<file path="config.mk">
export PLATFORM = sky130hd
export DESIGN_NAME = floatb_bs
export DESIGN_NICKNAME = d
export VERILOG_FILES = /design/src/rtl/floatb_bs_pkg.sv /design/src/rtl/floatb_bs_serial_negate.sv /design/src/rtl/floatb_bs.sv
export SDC_FILE = /design/constraint.sdc
export NUM_CORES = 1
export LEC_CHECK = 0
export CAP_MARGIN = 0
export CORE_MARGIN = 2
export CORE_UTILIZATION = 53
export CTS_CLUSTER_SIZE = 10
export DETAILED_ROUTE_END_ITERATION = 10
export HOLD_SLACK_MARGIN = 0.05
export PLACE_DENSITY = 0.79
export SKIP_CTS_REPAIR_TIMING = 1
export SLEW_MARGIN = 25
export SYNTH_ARGS = -nofsm -noshare
export SYNTH_HDL_FRONTEND = slang
export SYNTH_SLANG_ARGS = --single-unit
export TNS_END_PERCENT = 30
</file>
<file path="constraint.sdc">
create_clock -name clk -period 2.47 [get_ports clk]
set_input_delay 0.741 -clock clk [delete_from_list [all_inputs] [get_ports clk]]
set_output_delay 0.741 -clock clk [all_outputs]
set_load 0.03 [all_outputs]
</file>
<file path="src/rtl/floatb_bs_pkg.sv">
// floatb_bs_pkg: shared types and constants for the bit-serial TC-to-float converter.
// Rev 1.0
`default_nettype none

package floatb_bs_pkg;

  localparam int WIDTH  = 16;
  localparam int EXPW   = 4;
  localparam int MANTW  = 6;
  localparam int MAGW   = WIDTH - 1;
  localparam int FLOATW = 1 + EXPW + MANTW;

  typedef enum logic [1:0] {
    FB_IDLE = 2'd0,
    FB_NEG  = 2'd1,
    FB_NORM = 2'd2,
    FB_LOAD = 2'd3
  } fb_state_e;

  localparam logic [FLOATW-1:0] FLOAT_ZERO  = 11'h020;
  localparam logic [4:0]        NEG_CYCLES  = 5'd16;
  localparam logic [4:0]        NORM_CYCLES = 5'd15;
  localparam logic [EXPW-1:0]   EXP_PRELOAD = 4'd15;
  localparam logic [MANTW-1:0]  MANT_ZERO   = 6'h20;

  // Field positions inside the 11-bit float, shared with the multiplier side.
  localparam int F_SIGN    = 10;
  localparam int F_EXP_HI  = 9;
  localparam int F_EXP_LO  = 6;
  localparam int F_MANT_HI = 5;
  localparam int F_MANT_LO = 0;

endpackage

`default_nettype wire

</file>
<file path="src/rtl/floatb_bs_serial_negate.sv">
// floatb_bs_serial_negate: LSB-first two's-complement negation using a seen-one flag.
// Rev 1.0
`default_nettype none

module floatb_bs_serial_negate
  import floatb_bs_pkg::*;
(
  input  logic clk,
  input  logic reset,
  input  logic en_i,
  input  logic clr_i,
  input  logic sign_i,
  input  logic bit_i,
  output logic bit_o
);

  logic seen_q;
  logic seen_d;

  always_comb begin
    seen_d = seen_q;
    if (clr_i) begin
      seen_d = 1'b0;
    end else if (en_i) begin
      seen_d = seen_q | bit_i;
    end
  end

  // Bits up to and including the first one pass; later bits invert when negating.
  assign bit_o = (sign_i & seen_q) ? ~bit_i : bit_i;

  always_ff @(posedge clk or negedge reset) begin
    if (!reset) begin
      seen_q <= 1'b0;
    end else begin
      seen_q <= seen_d;
    end
  end

endmodule

`default_nettype wire

</file>
<file path="src/rtl/floatb_bs.sv">
// floatb_bs: bit-serial converter from 16-bit TC sample SR to 11-bit float SRn.
// Rev 1.0
`default_nettype none

module floatb_bs
  import floatb_bs_pkg::*;
(
  input  logic              clk,
  input  logic              reset,
  input  logic              scan_enable,
  input  logic              scan_in0,
  output logic              scan_out0,
  input  logic              start,
  input  logic [WIDTH-1:0]  SR,
  output logic              busy,
  output logic              done,
  output logic [FLOATW-1:0] SRn
);

  localparam logic [4:0]      NEG_LAST  = NEG_CYCLES - 5'd1;
  localparam logic [4:0]      NORM_LAST = NORM_CYCLES - 5'd1;
  localparam logic [EXPW-1:0] EXP_ONE   = 4'd1;

  fb_state_e         state_q;
  logic [4:0]        cnt_q;
  logic [WIDTH-1:0]  shreg_q;
  logic [WIDTH-1:0]  shreg_d;
  logic [EXPW-1:0]   exp_q;
  logic [EXPW-1:0]   exp_d;
  logic              sign_q;
  logic              scan_q;
  logic              neg_bit;
  logic              mag_zero;

  floatb_bs_serial_negate u_serial_negate (
    .clk    (clk),
    .reset  (reset),
    .en_i   (state_q == FB_NEG),
    .clr_i  ((state_q == FB_IDLE) && start),
    .sign_i (sign_q),
    .bit_i  (shreg_q[0]),
    .bit_o  (neg_bit)
  );

  assign mag_zero = (shreg_q[MAGW-1:0] == '0);

  always_comb begin
    shreg_d = shreg_q;
    exp_d   = exp_q;
    case (state_q)
      // Last negate slot lands in the sign position and is masked off.
      FB_NEG: shreg_d = {((cnt_q == NEG_LAST) ? 1'b0 : neg_bit), shreg_q[WIDTH-1:1]};
      FB_NORM: begin
        if (!shreg_q[MAGW-1] && (exp_q != '0)) begin
          shreg_d = {1'b0, shreg_q[MAGW-2:0], 1'b0};
          exp_d   = exp_q - EXP_ONE;
        end
      end
      default: ;
    endcase
  end

  always_ff @(posedge clk or negedge reset) begin
    if (!reset) begin
      state_q <= FB_IDLE;
      cnt_q   <= '0;
      shreg_q <= '0;
      exp_q   <= '0;
      sign_q  <= 1'b0;
      busy    <= 1'b0;
      done    <= 1'b0;
      SRn     <= FLOAT_ZERO;
    end else begin
      done    <= 1'b0;
      shreg_q <= shreg_d;
      exp_q   <= exp_d;
      case (state_q)
        FB_IDLE: begin
          if (start) begin
            shreg_q <= SR;
            sign_q  <= SR[WIDTH-1];
            cnt_q   <= '0;
            busy    <= 1'b1;
            state_q <= FB_NEG;
          end
        end
        FB_NEG: begin
          if (cnt_q == NEG_LAST) begin
            cnt_q   <= '0;
            exp_q   <= EXP_PRELOAD;
            state_q <= FB_NORM;
          end else begin
            cnt_q <= cnt_q + 5'd1;
          end
        end
        FB_NORM: begin
          if (cnt_q == NORM_LAST) begin
            cnt_q   <= '0;
            state_q <= FB_LOAD;
          end else begin
            cnt_q <= cnt_q + 5'd1;
          end
        end
        FB_LOAD: begin
          SRn     <= {sign_q, exp_q, (mag_zero ? MANT_ZERO : shreg_q[MAGW-1 -: MANTW])};
          done    <= 1'b1;
          busy    <= 1'b0;
          state_q <= FB_IDLE;
        end
        default: state_q <= FB_IDLE;
      endcase
    end
  end

  always_ff @(posedge clk or negedge reset) begin
    if (!reset) begin
      scan_q <= 1'b0;
    end else begin
      scan_q <= scan_enable & scan_in0;
    end
  end

  assign scan_out0 = scan_q;

endmodule

`default_nettype wire
</file>
==> results of run 1 <==
[final timing paths]
path                       slack [ns]        from          end
max in group asynchronous        1.53       reset       SRn[5]
min reg2reg                      0.50      SRn[5]       SRn[5]
min in group clk                 0.50      SRn[5]       SRn[5]
min                              0.34       reset  shreg_q[13]
max reg2reg                      0.55  state_q[0]   shreg_q[0]
max                              0.23      SRn[5]       SRn[5]
[through the flow]
step	cells	hold WS, ns
floorplan	215	0.445
global placement	290	0.479
detailed placement	290	0.487
CTS	298	0.345
global route	298	0.364
finish	298	0.338
[per-layer routing]
metal / up-vias / part of all wire, % / routed length [microns]
met5: - / 0 / 0
met4: 0 / 1.5 / 67
met3: 8 / 5.5 / 248
met2: 62 / 49 / 2240
met1: 835 / 44 / 1990
li1: 826 / - / -
[power by group through the flow]
| stage | clock network, uW | logic (uW) | registers (uW) |
|---|---|---|---|
| floorplan | 0 | 1010 | 1280 |
| global placement | 0 | 1380 | 1180 |
| detailed placement | 0 | 1420 | 1190 |
| CTS | 451 | 1430 | 1180 |
| global route | 477 | 1590 | 1220 |
| finish | 442 | 1430 | 1180 |
[state kept, by name, summed over array words and instances, names as in the netlist, 2 cells and up]
name	count
shreg_q	16
SRn	11
cnt_q	5
exp_q	4
state_q	2
[placed cells by master, fill, tap and decap left out, types with 5 or more instances in the layout]
master and n:
dfrtp_1 42, clkdlybuf4s50_1 33, nand2_1 30, nor2_1 20
a21oi_1 17, a221oi_1 13, inv_1 11, mux2_2 10
ha_1 9, nand3_1 6, clkbuf_8 5
[layout make-up]
type	count	area (sq um)	share of cell area, %
multi-input combinational	149	968	37.4
sequential	43	1080	41.6
clock buffer	6	72.6	2.80
clock inverter	2	12.5	0.483
timing repair buffer	37	358	13.8
tap	50	62.6	2.41
inverter	11	41.3	1.59
[worst register-to-register path, stage by stage (launching register included)]
cell,delay (ns)
dfrtp_1,0.41
inv_1,0.08
ha_1,0.45
inv_1,0.16
a211o_2,0.43
a22oi_1,0.18
a21oi_1,0.09
[cells by family after synthesis]
group / share of synthesized area [%]
AND/OR/NAND/NOR: 17.1
AO/OA/AOI/OAI: 15.0
flip-flops: 49.0
XOR/XNOR: 0.797
buffers and inverters: 6.94
adder cells (fa/ha/maj): 5.12
multiplexers: 6.03
==> reports/results.tsv, run 1 <==
metric	value	unit
cp.required	1.73	ns
synth.area.top_cells	dfrtp_1, a221oi_1, ha_1, mux2_2, nand2_1	
antenna_found_initial	0	
clkPwrFrac	14.5	%
layout-drive-gt1-share	11.3	%
avgRoutedWirePerCell	15.2	microns
drc	0	
clock_path_buffers	2	
cts.sinks	43	
syn_nets	245	
grt_pass1_vias	1617	
ys_seq_elements	43	
ys_seq_area_share	49.0	%
final_util	64.8	%
total_power	3050	uW
placed_area	2510	sq um
setup_tns	0	ns
ant_nets	0	
status	complete, no violations	
crit_path_start_kind	flip-flop	
grt_setup_unrepaired	no	
hold_path_class	in2async	
fin_crit_sh	90.6	%
synth.most_common_cell	dfrtp_1	
syn2layout_area_growth	17.9	%
setup_viol	0	
hold_violations	0	
io_buffer_count	34	
synth-edff-count	0	
final.setup_skew	0.00779	ns
crit_chain	clkdlybuf4s50_1	
worstMarginPinSlew	0.713	ns
vias	1731	
clock.fmax	447	MHz
place_ws	0.355	ns
async_reset_ff_share	100	%
dieArea	4680	sq um
end_kind	output port	
grt_pass1_wl	7.57	mm
grt_use_total	21.8	%
cts_buffers	5	
insertion_delay	0.30	ns
p_leak	0.00115	uW
slowest_stage	clkdlybuf4s50_1	
nets	277	
grt.busiest_layer	met2	
die_w	68.4	microns
power_density	1180	nW/um^2
maxSlewViolCount	0	
p_switching	1290	uW
netlist_area	2200	sq um
htree_levels	2	
clk_pin_slew	0.09	ns
gp_congestion	0.859	
n_fill_cell	339	
grt_max_degree	18	
vias_per_cell	5.81	
dieHeight	68.4	microns
ioPinCount	35	
routed_wl	4.54	mm
hpwl	3.24	mm
ir_drop	510	uV
diodes	0	
max_stage_delay	0.66	ns
critical_path.top_delay_family	buffers and inverters	
intPower	1760	uW
synth_warnings	0	
final_area	2590	sq um
gr-total-overflow	0	
synthTopCellsByCount	dfrtp_1, nand2_1, nor2_1	
cts-root-buf	clkbuf_8	
core	4000	sq um
p_seq_share	38.7	%
ys_types	42	
p_comb_share	46.8	%
timing.final.ws_setup	0.233	ns
rows	23	
yosys.area.top_type	dfrtp_1	
max_slew_margin	52.5	%
synth_top_area_share	47.8	%
grt_util_met3	4.93	%
crit_fanout	2	
swShare	42.4	%
avgSynthCellArea	10.2	sq um
reg2reg_depth	6	
initial_core_util	55.0	%
drt_iter0_drc	94	
criticalPathCategory	reg2out	
grt_use_met1	28.0	%
critPathBufInv	1	
synthFlopType	dfrtp_1	
maxCapViolCount	0	
use_met2	36.4	%
cp.depth	1	
arrival	1.50	ns
cts_tree	done	
firstDrtPassIters	5	
finalCriticalPeriod	2.24	ns
synthCells	215	
Power figures use the tool's default switching activity.
==> run 2, diff against run 1 <==
CORE_ASPECT_RATIO = 0.9   (was default)
==> run 2 against run 1 <==
Clock power shrank 4%. Critical path depth is the same. Largest cell class unchanged. Register-to-register slack lost 0.03 ns. Die area is essentially flat. Wire length shrank 5.3%. Clock skew shrank 0.0024 ns. Sequential power is essentially flat. Non-clock buffer count is the same. Hold slack gained 0.12 ns. Total power shrank 1.4%. Critical path type unchanged. Highest routed layer unchanged. Clock-buffer cell count grew 1.
==> reports/results.tsv, run 2 (same netlist as run 1, synthesis figures left out) <==
metric	value	unit
rows	22	
core	4020	sq um
power_density	1160	nW/um^2
gp_congestion	0.889	
crit_chain	clkdlybuf4s50_1	
dieHeight	65.1	microns
crit_path_start_kind	flip-flop	
drc	0	
intPower	1760	uW
fin_crit_sh	90.1	%
hold_ws	0.462	ns
setup_tns	0	ns
critical_path.top_delay_family	buffers and inverters	
dieArea	4680	sq um
clk_pin_slew	0.08	ns
htree_levels	2	
setup_viol	0	
crit_fanout	2	
gr-total-overflow	0	
timing.final.ws_setup	0.245	ns
final_cell_mix	dfrtp_1, clkdlybuf4s50_1, nand2_1	
vias_per_cell	5.75	
finalCriticalPeriod	2.22	ns
firstDrtPassIters	4	
routed_wl	4.30	mm
ant_nets	0	
layout-drive-gt1-share	10.9	%
r2r_start	cnt_q[0]	
cp.required	1.73	ns
cts.sinks	43	
grt_use_total	20.8	%
arrival	1.48	ns
timing.rr.end	cnt_q[1]	
cts_tree	done	
end_kind	output port	
grt_pass1_wl	7.47	mm
instances_no_fill	296	
io_buffer_count	34	
clkPwrFrac	14.2	%
mostFrequentLayoutCell	dfrtp_1	
worstMarginPinSlew	0.746	ns
slowest_stage	clkdlybuf4s50_1	
drt_iter0_drc	194	
final.setup_skew	0.00544	ns
avgRoutedWirePerCell	14.5	microns
nets	277	
reg2reg_depth	7	
insertion_delay	0.29	ns
p_comb_share	46.8	%
dpl.cell_count	288	
regMostFlops	shreg_q	
ir_drop	572	uV
ioPinCount	35	
vias	1702	
largest_reg_flops	16	
antenna_found_initial	0	
max_slew_margin	50.2	%
grt_pass1_vias	1593	
p_switching	1250	uW
maxSlewViolCount	0	
cts-root-buf	clkbuf_8	
crit_path_end	SRn[5]	
place_ws	0.410	ns
critPathBufInv	1	
die_w	71.9	microns
top_regs	shreg_q x16, SRn x11, cnt_q x5	
clock_path_buffers	2	
clock.fmax	450	MHz
maxCapViolCount	0	
hpwl	2.94	mm
r2r_slack	0.52	ns
syn2layout_area_growth	17.6	%
grt_setup_unrepaired	no	
hold_path_class	in2async	
cts_buffers	5	
grt_max_degree	30	
p_seq_share	39.0	%
hold_violations	0	
initial_core_util	54.7	%
cp.depth	1	
critPathLaunch	SRn[5]	
status	complete, no violations	
swShare	41.5	%
diodes	0	
p_leak	0.00115	uW
max_stage_delay	0.66	ns
criticalPathCategory	reg2out	
run 2: cell types whose count changed in the layout (fill, tap and decap cells not counted), sizes merged:
cell,previous run,this run
clkbuf,6,7
clkinvlp,1,0
run 2: per-layer routing:
layer	vias up	GRT usage [%]	wire, microns
met3	7	4.29	234
met5	-	0	0
met2	50	31.5	2020
li1	833	-	-
met1	812	29.8	1990
met4	0	7.08	59
run 2: power by group through the flow:
stage / logic [uW] / clock network [uW] / registers, uW
6_report: 1410 / 426 / 1170
5_1_grt: 1570 / 475 / 1210
4_1_cts: 1420 / 442 / 1170
3_5_place_dp: 1410 / 0 / 1190
3_3_place_gp: 1380 / 0 / 1180
2_1_floorplan: 1010 / 0 / 1280
run 2: cell type report:
type                    instances  area (sq um)
inverters                      11          41.3
clock inverters                 1          5.00
repair buffers                 37           358
flip-flops and latches         43          1080
clock buffers                   7          76.3
fillers                       336          1430
well taps                      48          60.1
multi-input cells             149           968
run 2: how the worst min path moves through the flow:
stage / slack, ns / start / cells after the start / to
finish: 0.46 / reset / 1 / busy
global route: 0.51 / reset / 1 / done
CTS: 0.48 / reset / 1 / state_q[1]
detailed placement: 0.48 / SRn[5] / 2 / SRn[5]
global placement: 0.48 / SRn[5] / 2 / SRn[5]
floorplan: 0.45 / reset / 0 / SRn[0]
run 2: worst register-to-register path, cell delays in order, from the launching register on:
cell     delay, ns
dfrtp_1       0.42
ha_1          0.24
and3_1        0.19
ha_1          0.21
nor2b_1       0.25
a21o_1        0.21
nand3_1       0.14
o21ai_0       0.20
run 2: per-stage QoR:
stage	utilization (%)	power, uW	area [sq um]
after floorplan	-	2290	2200
after global placement	62.3	2570	2500
after detailed placement	62.3	2600	2500
after CTS	64.4	3040	2590
after global routing	64.4	3250	2590
final	64.4	3010	2590
